## config.mk

```make
export PLATFORM = sky130hd
export DESIGN_NAME = add3_serial_frontend_flat
export DESIGN_NICKNAME = d
export VERILOG_FILES = /design/src/rtl/add3_serial_frontend_if.sv /design/src/rtl/add3_serial_frontend.sv /design/src/flat_wrapper.sv
export SDC_FILE = /design/constraint.sdc
export NUM_CORES = 1
export LEC_CHECK = 0
export ABC_AREA = 1
export BUFFER_PORTS_ARGS = -buffer_cell sky130_fd_sc_hd__buf_2
export CORE_MARGIN = 3
export CORE_UTILIZATION = 54
export CTS_BUF_LIST = sky130_fd_sc_hd__clkbuf_2
export CTS_CLUSTER_DIAMETER = 100
export DETAILED_ROUTE_END_ITERATION = 10
export HOLD_SLACK_MARGIN = 0.08
export PLACE_DENSITY = 0.88
export SLEW_MARGIN = 20
export SYNTH_ARGS = -nofsm -noshare
export SYNTH_HDL_FRONTEND = slang
export SYNTH_SLANG_ARGS = --single-unit
```

## constraint.sdc

```tcl
create_clock -name clk -period 2.3 [get_ports clk]
set_input_delay 0.345 -clock clk [delete_from_list [all_inputs] [get_ports clk]]
set_output_delay 0.345 -clock clk [all_outputs]
set_load 0.05 [all_outputs]
```

## src/rtl/add3_serial_frontend_if.sv

```systemverilog
// add3_serial_frontend_if: serial operand input stream and parallel result output stream
interface add3_serial_frontend_if;
  logic       in_valid;
  logic       in_sof;
  logic       in_bit;
  logic       in_ready;
  logic       out_valid;
  logic [3:0] out_data;
  logic       out_ready;
  modport master(output in_valid, in_sof, in_bit, out_ready, input in_ready, out_valid, out_data);
  modport slave(input in_valid, in_sof, in_bit, out_ready, output in_ready, out_valid, out_data);
endinterface

```

## src/rtl/add3_serial_frontend.sv

```systemverilog
// add3_serial_frontend: deserialises a 7-bit operand frame for add3 and returns its registered result
module add3_serial_frontend #(
  parameter bit CHECK_EN = 1'b1
) (
  input  logic                         clk,
  input  logic                         rst_n,
  add3_serial_frontend_if.slave        bus,
  output logic [2:0]                   add_x,
  output logic [2:0]                   add_y,
  output logic                         add_c_in,
  input  logic [2:0]                   add_s,
  input  logic                         add_c_out,
  output logic                         frame_err,
  output logic                         add_err
);
  typedef enum logic [1:0] {LOAD, EVAL, OUT} state_t;
  state_t     state;
  logic [2:0] cnt;
  logic [3:0] out_data_q;
  logic       out_valid_q;
  logic [3:0] exp_sum;
  assign bus.in_ready  = state == LOAD;
  assign bus.out_valid = out_valid_q;
  assign bus.out_data  = out_data_q;
  assign exp_sum = {1'b0, add_x} + {1'b0, add_y} + {3'b0, add_c_in};
  // x and y bits arrive LSB first in that order, so one 6-bit right shift lands them in place
  always_ff @(posedge clk or negedge rst_n) begin
    if (!rst_n) begin
      state       <= LOAD;
      cnt         <= '0;
      add_x       <= '0;
      add_y       <= '0;
      add_c_in    <= 1'b0;
      out_data_q  <= '0;
      out_valid_q <= 1'b0;
      frame_err   <= 1'b0;
      add_err     <= 1'b0;
    end else begin
      case (state)
        LOAD: if (bus.in_valid) begin
          if (bus.in_sof) begin
            add_c_in <= bus.in_bit;
            cnt      <= 3'd1;
            if (cnt != 3'd0) frame_err <= 1'b1;
          end else if (cnt != 3'd0) begin
            {add_y, add_x} <= {bus.in_bit, add_y, add_x[2:1]};
            cnt            <= cnt == 3'd6 ? 3'd0 : cnt + 3'd1;
            if (cnt == 3'd6) state <= EVAL;
          end
        end
        EVAL: begin
          out_data_q  <= {add_c_out, add_s};
          out_valid_q <= 1'b1;
          state       <= OUT;
          if (CHECK_EN && {add_c_out, add_s} != exp_sum) add_err <= 1'b1;
        end
        OUT: if (bus.out_ready) begin
          out_valid_q <= 1'b0;
          state       <= LOAD;
        end
        default: state <= LOAD;
      endcase
    end
  end
endmodule

```

## src/flat_wrapper.sv

```systemverilog
// flat-port wrapper written by rule: the top's interface ports become plain ports
module add3_serial_frontend_flat 
#(
  parameter bit CHECK_EN = 1'b1
)
  (clk, rst_n, add_x, add_y, add_c_in, add_s, add_c_out, frame_err, add_err, bus_in_valid, bus_in_sof, bus_in_bit, bus_out_ready, bus_in_ready, bus_out_valid, bus_out_data);
  add3_serial_frontend_if bus_i ();
  input  logic clk;
  input  logic rst_n;
  output logic [2:0] add_x;
  output logic [2:0] add_y;
  output logic add_c_in;
  input  logic [2:0] add_s;
  input  logic add_c_out;
  output logic frame_err;
  output logic add_err;
  input wire logic [$bits(bus_i.in_valid)-1:0] bus_in_valid;
  input wire logic [$bits(bus_i.in_sof)-1:0] bus_in_sof;
  input wire logic [$bits(bus_i.in_bit)-1:0] bus_in_bit;
  input wire logic [$bits(bus_i.out_ready)-1:0] bus_out_ready;
  output wire logic [$bits(bus_i.in_ready)-1:0] bus_in_ready;
  output wire logic [$bits(bus_i.out_valid)-1:0] bus_out_valid;
  output wire logic [$bits(bus_i.out_data)-1:0] bus_out_data;
  assign bus_i.in_valid = bus_in_valid;
  assign bus_i.in_sof = bus_in_sof;
  assign bus_i.in_bit = bus_in_bit;
  assign bus_i.out_ready = bus_out_ready;
  assign bus_in_ready = bus_i.in_ready;
  assign bus_out_valid = bus_i.out_valid;
  assign bus_out_data = bus_i.out_data;
  add3_serial_frontend #(.CHECK_EN(CHECK_EN)) u_core (.clk(clk), .rst_n(rst_n), .bus(bus_i), .add_x(add_x), .add_y(add_y), .add_c_in(add_c_in), .add_s(add_s), .add_c_out(add_c_out), .frame_err(frame_err), .add_err(add_err));
endmodule
```

=== Yosys cells after proc, flatten, opt, wreduce, memory -nomap -nowiden ===
Index checks and enable logic that the tools add are counted.

* Flip-flop bits (word level): 19
* Bits of input ports: 10
* Output and inout port bits: 15
* Word-level logic and storage cells: 44

* Add/subtract/negate cells: 3
* Equal/unequal tests: 9
* Muxes and demuxes: 11
* Bitwise logic cells: 1
* Reduce and logical (&&, ||, !) cells: 11

{| class="wikitable"
|+ Operators by type and width
! operator !! number
|-
| $mux W2 || 5
|-
| $mux W3 || 3
|-
| $reduce_and A4 Y1 || 2
|-
| $ne A2 B2 Y1 const B || 3
|-
| $pmux W2 S3 || 1
|-
| $reduce_and A3 Y1 || 2
|-
| $reduce_and A5 Y1 || 1
|-
| $add A3 B3 Y4 || 1
|-
| $add A4 B1 Y4 || 1
|-
| $ne A2 B1 Y1 const B || 2
|-
| $ne A4 B4 Y1 || 1
|-
| $reduce_and A2 Y1 || 2
|-
| $reduce_bool A2 Y1 || 2
|-
| $add A3 B1 Y3 const B || 1
|-
| $eq A3 B3 Y1 const B || 1
|-
| $reduce_bool A3 Y1 || 1
|-
| $eq A2 B1 Y1 const B || 1
|-
| $eq A2 B2 Y1 const B || 1
|-
| $logic_not A2 Y1 || 1
|-
| $pmux W1 S2 || 1
|-
| $mux W1 || 1
|-
| $not A1 Y1 || 1
|}

=== Depth between registers and ports, before layout ===
* Word-level depth: 6
* Mapped depth: 12
* Depth with buffers taken out: 12

=== Worst setup path after synthesis ===
No wires, ideal clock.

* Path kind: register to register
* From: register u_core.add_y[0]
* To: register u_core.add_err
* Setup time: 0.117 ns
* Arrival: 2.111 ns
* Required time: 2.183 ns
* Setup slack: 0.072 ns
* Cell stages (with the launch flop): 10
* Buffers on the path: 0
* Period minus slack after synthesis: 2.228 ns
* Path through: dfrtp_1 -> inv_1 -> fa_1 -> fa_1 -> xor2_1 -> nand2_1 -> nor2_1 -> nand2_1 -> nand2_1 -> nand2_1

* Cells in the longest elaborated chain, start to end: 4

{| class="wikitable"
|+ RTL lines
! what !! RTL line !! RTL
|-
| from (decl) || add3_serial_frontend.sv:9 || <nowiki>output logic [2:0] add_y,</nowiki>
|-
| from (signal assigned) || add3_serial_frontend.sv:46 || <nowiki>{add_y, add_x} <= {bus.in_bit, add_y, add_x[2:1]};</nowiki>
|-
| $add A3 B3 Y4 || add3_serial_frontend.sv:25 || <nowiki>assign exp_sum = {1'b0, add_x} + {1'b0, add_y} + {3'b0, add_c_in};</nowiki>
|-
| $add A4 B1 Y4 || add3_serial_frontend.sv:25 ||
|-
| $ne A4 B4 Y1 || add3_serial_frontend.sv:55 || <nowiki>if (CHECK_EN && {add_c_out, add_s} != exp_sum) add_err <= 1'b1;</nowiki>
|-
| $reduce_and A2 Y1 (no source line) || -- ||
|-
| to (signal assigned) || add3_serial_frontend.sv:37 || <nowiki>add_err <= 1'b0;</nowiki>
|-
| to (signal assigned) || add3_serial_frontend.sv:55 ||
|-
| to (decl) || add3_serial_frontend.sv:14 || <nowiki>output logic add_err</nowiki>
|}

Every way passes these cells.
A chain may end at the register's enable or synchronous reset.

=== Worst setup path in the final report ===
* From: register u_core.add_x[0]
* To: register u_core.add_err

* Cells in the longest elaborated chain, start to end: 4

{| class="wikitable"
|+ RTL lines
! what !! RTL line !! RTL
|-
| from (decl) || add3_serial_frontend.sv:8 || <nowiki>output logic [2:0] add_x,</nowiki>
|-
| from (signal assigned) || add3_serial_frontend.sv:46 ||
|-
| $add A3 B3 Y4 || add3_serial_frontend.sv:25 ||
|-
| $add A4 B1 Y4 || add3_serial_frontend.sv:25 ||
|-
| $ne A4 B4 Y1 || add3_serial_frontend.sv:55 ||
|-
| $reduce_and A2 Y1 (no source line) || -- ||
|}

Every way passes these cells.

==> out/results.ini <==
[synthesis]
ys_seq_elements=19
synth.distinct_cells=18
synth_nets=130
seq_area_frac_synth_pct=47.9
synthCells=116
yosysTopAreaCell=dfrtp_1
synth_top_area_share_pct=47.9
netlist_area_sq_um=992
synth_warnings=0
postSynthAreaPerCell_sq_um=8.55
netlist_top_cells_area=dfrtp_1 (48%), nand2_1 (12%), inv_1 (8.3%)

[power]
power_density_nw_per_um2=1340
ir_drop_v=0.000989
p_leak_uw=0.000633

[place]
dp_slack_ns=0.271
dp_hpwl_mm=1.48
port_buffers=24
gp_congestion=0.822

[die]
die_width_microns=48.9
rows=14
die_h_microns=48.9
ios=25
core_sq_um=1610
start_util_pct=61.6
die_area_sq_um=2390

[worst_setup_path]
cp-start-kind=flop
critPathRequiredTime_ns=2.52
reg2reg_from=u_core.add_x[0]
r2r_cells=9
worstPathArrival_ns=2.27
timing.rr.end=u_core.add_err
r2r_slack_ns=0.25
crit_path_end_kind=flop
worst-setup-path-type=reg2reg
cp-startpoint=u_core.add_x[0]
critPathMaxFanout=3
crit_end=u_core.add_err

[sta]
post-route-min-period_ns=2.05
setup_viol=0
worstMarginPinSlew_ns=0.419
setup_ws_ns=0.253
fmax_mhz=488
slew_headroom_pct=72.0
fin_setup_tns_ns=0
rsz0062_at_grt=false
final_hold_viol_count=0
slew_viol_final=0
timing.final.crit_share_pct=89.0
finClkSkew_ns=0.00956

[global_routing]
grt_max_degree=20
grt_pass1_wl_mm=3.44
grt_usage_pct=18.4
grt_pass1_vias=799
antenna_found_initial=0
overflow=0

[worst_hold_path]
min_from=bus_out_ready
hp-class=in2reg

[cts]
root_buffer=clkbuf_2
cts_setup_buffers=0
worst_skew_pair.late_latency_ns=0.30
cts_tree=built
h-tree-depth=1
cts_buffers=3
cts.path.max_buffers=2
cts.clk_slew.worst_paths_ns=0.17
clock-sinks=19

[job]
maxCapViolCount=0

[drt]
firstDrtPassIters=4
drc=0
routed_wl_mm=1.89
wl_per_cell_microns=11.2
first_iter_violations=12
viasPerCell=4.90
detail-route-antenna-nets=0
vias=823

[finish]
mostFrequentLayoutCell=nand2_1
drive_gt1_share_pct=27.8
nets=159
num-fill-cells=144
syn2layout_area_growth_pct=17.0
num_antenna_cells=0
layout_common_cells=nand2_1 (31), buf_2 (24), inv_1 (22), dfrtp_1 (19), o21ai_0 (8)

[outcome]
status=finished clean

-- synthesized netlist by cell type (all sizes together) --
| cell | n |
|---|---|
| a21oi | 6 |
| a31o | 1 |
| buf | 1 |
| dfrtp | 19 |
| fa | 2 |
| ha | 2 |
| inv | 22 |
| nand2 | 33 |
| nand3 | 6 |
| nand3b | 2 |
| nor2 | 7 |
| o21ai | 13 |
| xor2 | 2 |
-- how the worst min path moves through the flow --
stage	end	slack (ns)	cells past startpoint
after CTS	u_core.state[1]	0.23	2
after detailed placement	u_core.add_err	0.30	1
after global routing	u_core.state[1]	0.21	2
after floorplan	u_core.add_c_in	0.05	0
final	u_core.state[1]	0.23	2
after global placement	u_core.bus.out_data[3]	0.30	1
-- flip-flops by register name, indices dropped and copies added, names as in the netlist --
name                  cells
u_core.add_err            1
u_core.add_y              3
u_core.frame_err          1
u_core.bus.out_valid      1
u_core.cnt                3
u_core.add_c_in           1
u_core.add_x              3
u_core.bus.out_data       4
u_core.state              2
-- per-layer routing --
| metal | wire [microns] | GRT usage [%] | up-vias |
|---|---|---|---|
| li1 | - | - | 416 |
| met1 | 878 | 23.2 | 379 |
| met2 | 885 | 30.5 | 23 |
| met3 | 92 | 4.28 | 5 |
| met4 | 29 | 7.11 | 0 |
| met5 | 0 | 0 | - |
-- critical path, stage by stage, from the launching register on --
cell and delay [ns]:
dfrtp_1 0.41, inv_1 0.07, fa_1 0.46, fa_1 0.53
xor2_1 0.17, nand2_1 0.07, nor2_1 0.10, nand2_1 0.06
nand2_1 0.05, nand2_1 0.05
-- cell families (layout without fill, tap and decap cells) --
logic type	count (synthesis)	after routing	share of synthesized area, %
xor gates and xnor gates	2	2	1.77
DFF	19	19	47.9
and+or+nand+nor	48	48	21.2
buffers and inverters	23	51	9.46
AOI/OAI and AO/OA	20	20	13.1
adders and majority gates	4	4	6.56
-- final cells by class --
type | count | area [sq um] | share of cell area [%]
tap | 24 | 30.0 | 2.59
multi-input combinational | 74 | 423 | 36.4
timing repair buffer | 25 | 130 | 11.2
clock buffer | 4 | 20.0 | 1.72
inverter | 22 | 82.6 | 7.11
sequential | 19 | 475 | 40.9
-- stage by stage --
stage / std cells / power (uW) / hold WS (ns) / instance area (sq um) / utilization, %
after global placement: 163 / 1370 / 0.302 / 1130 / 70.2
after detailed placement: 163 / 1420 / 0.302 / 1130 / 70.2
after floorplan: 116 / 1210 / 0.0494 / 992 / -
final: 168 / 1550 / 0.232 / 1160 / 72.0
after global routing: 168 / 1690 / 0.215 / 1160 / 72.0
after CTS: 168 / 1570 / 0.233 / 1160 / 72.0
-- power by group --
group,internal [uW],switching [uW],total (uW)
combinational,261,637,898
clock,46.1,97.1,143
sequential,434,78.1,512
-- repair_timing --
| action | 4_1_cts | 5_1_grt |
|---|---|---|
| gates resized for setup | 0 | 0 |
| endpoints found under the setup margin | 0 | 0 |
| hold buffers | 1 | 0 |
| endpoints found under the hold margin | 19 | 0 |
Power figures use the tool's default switching activity.
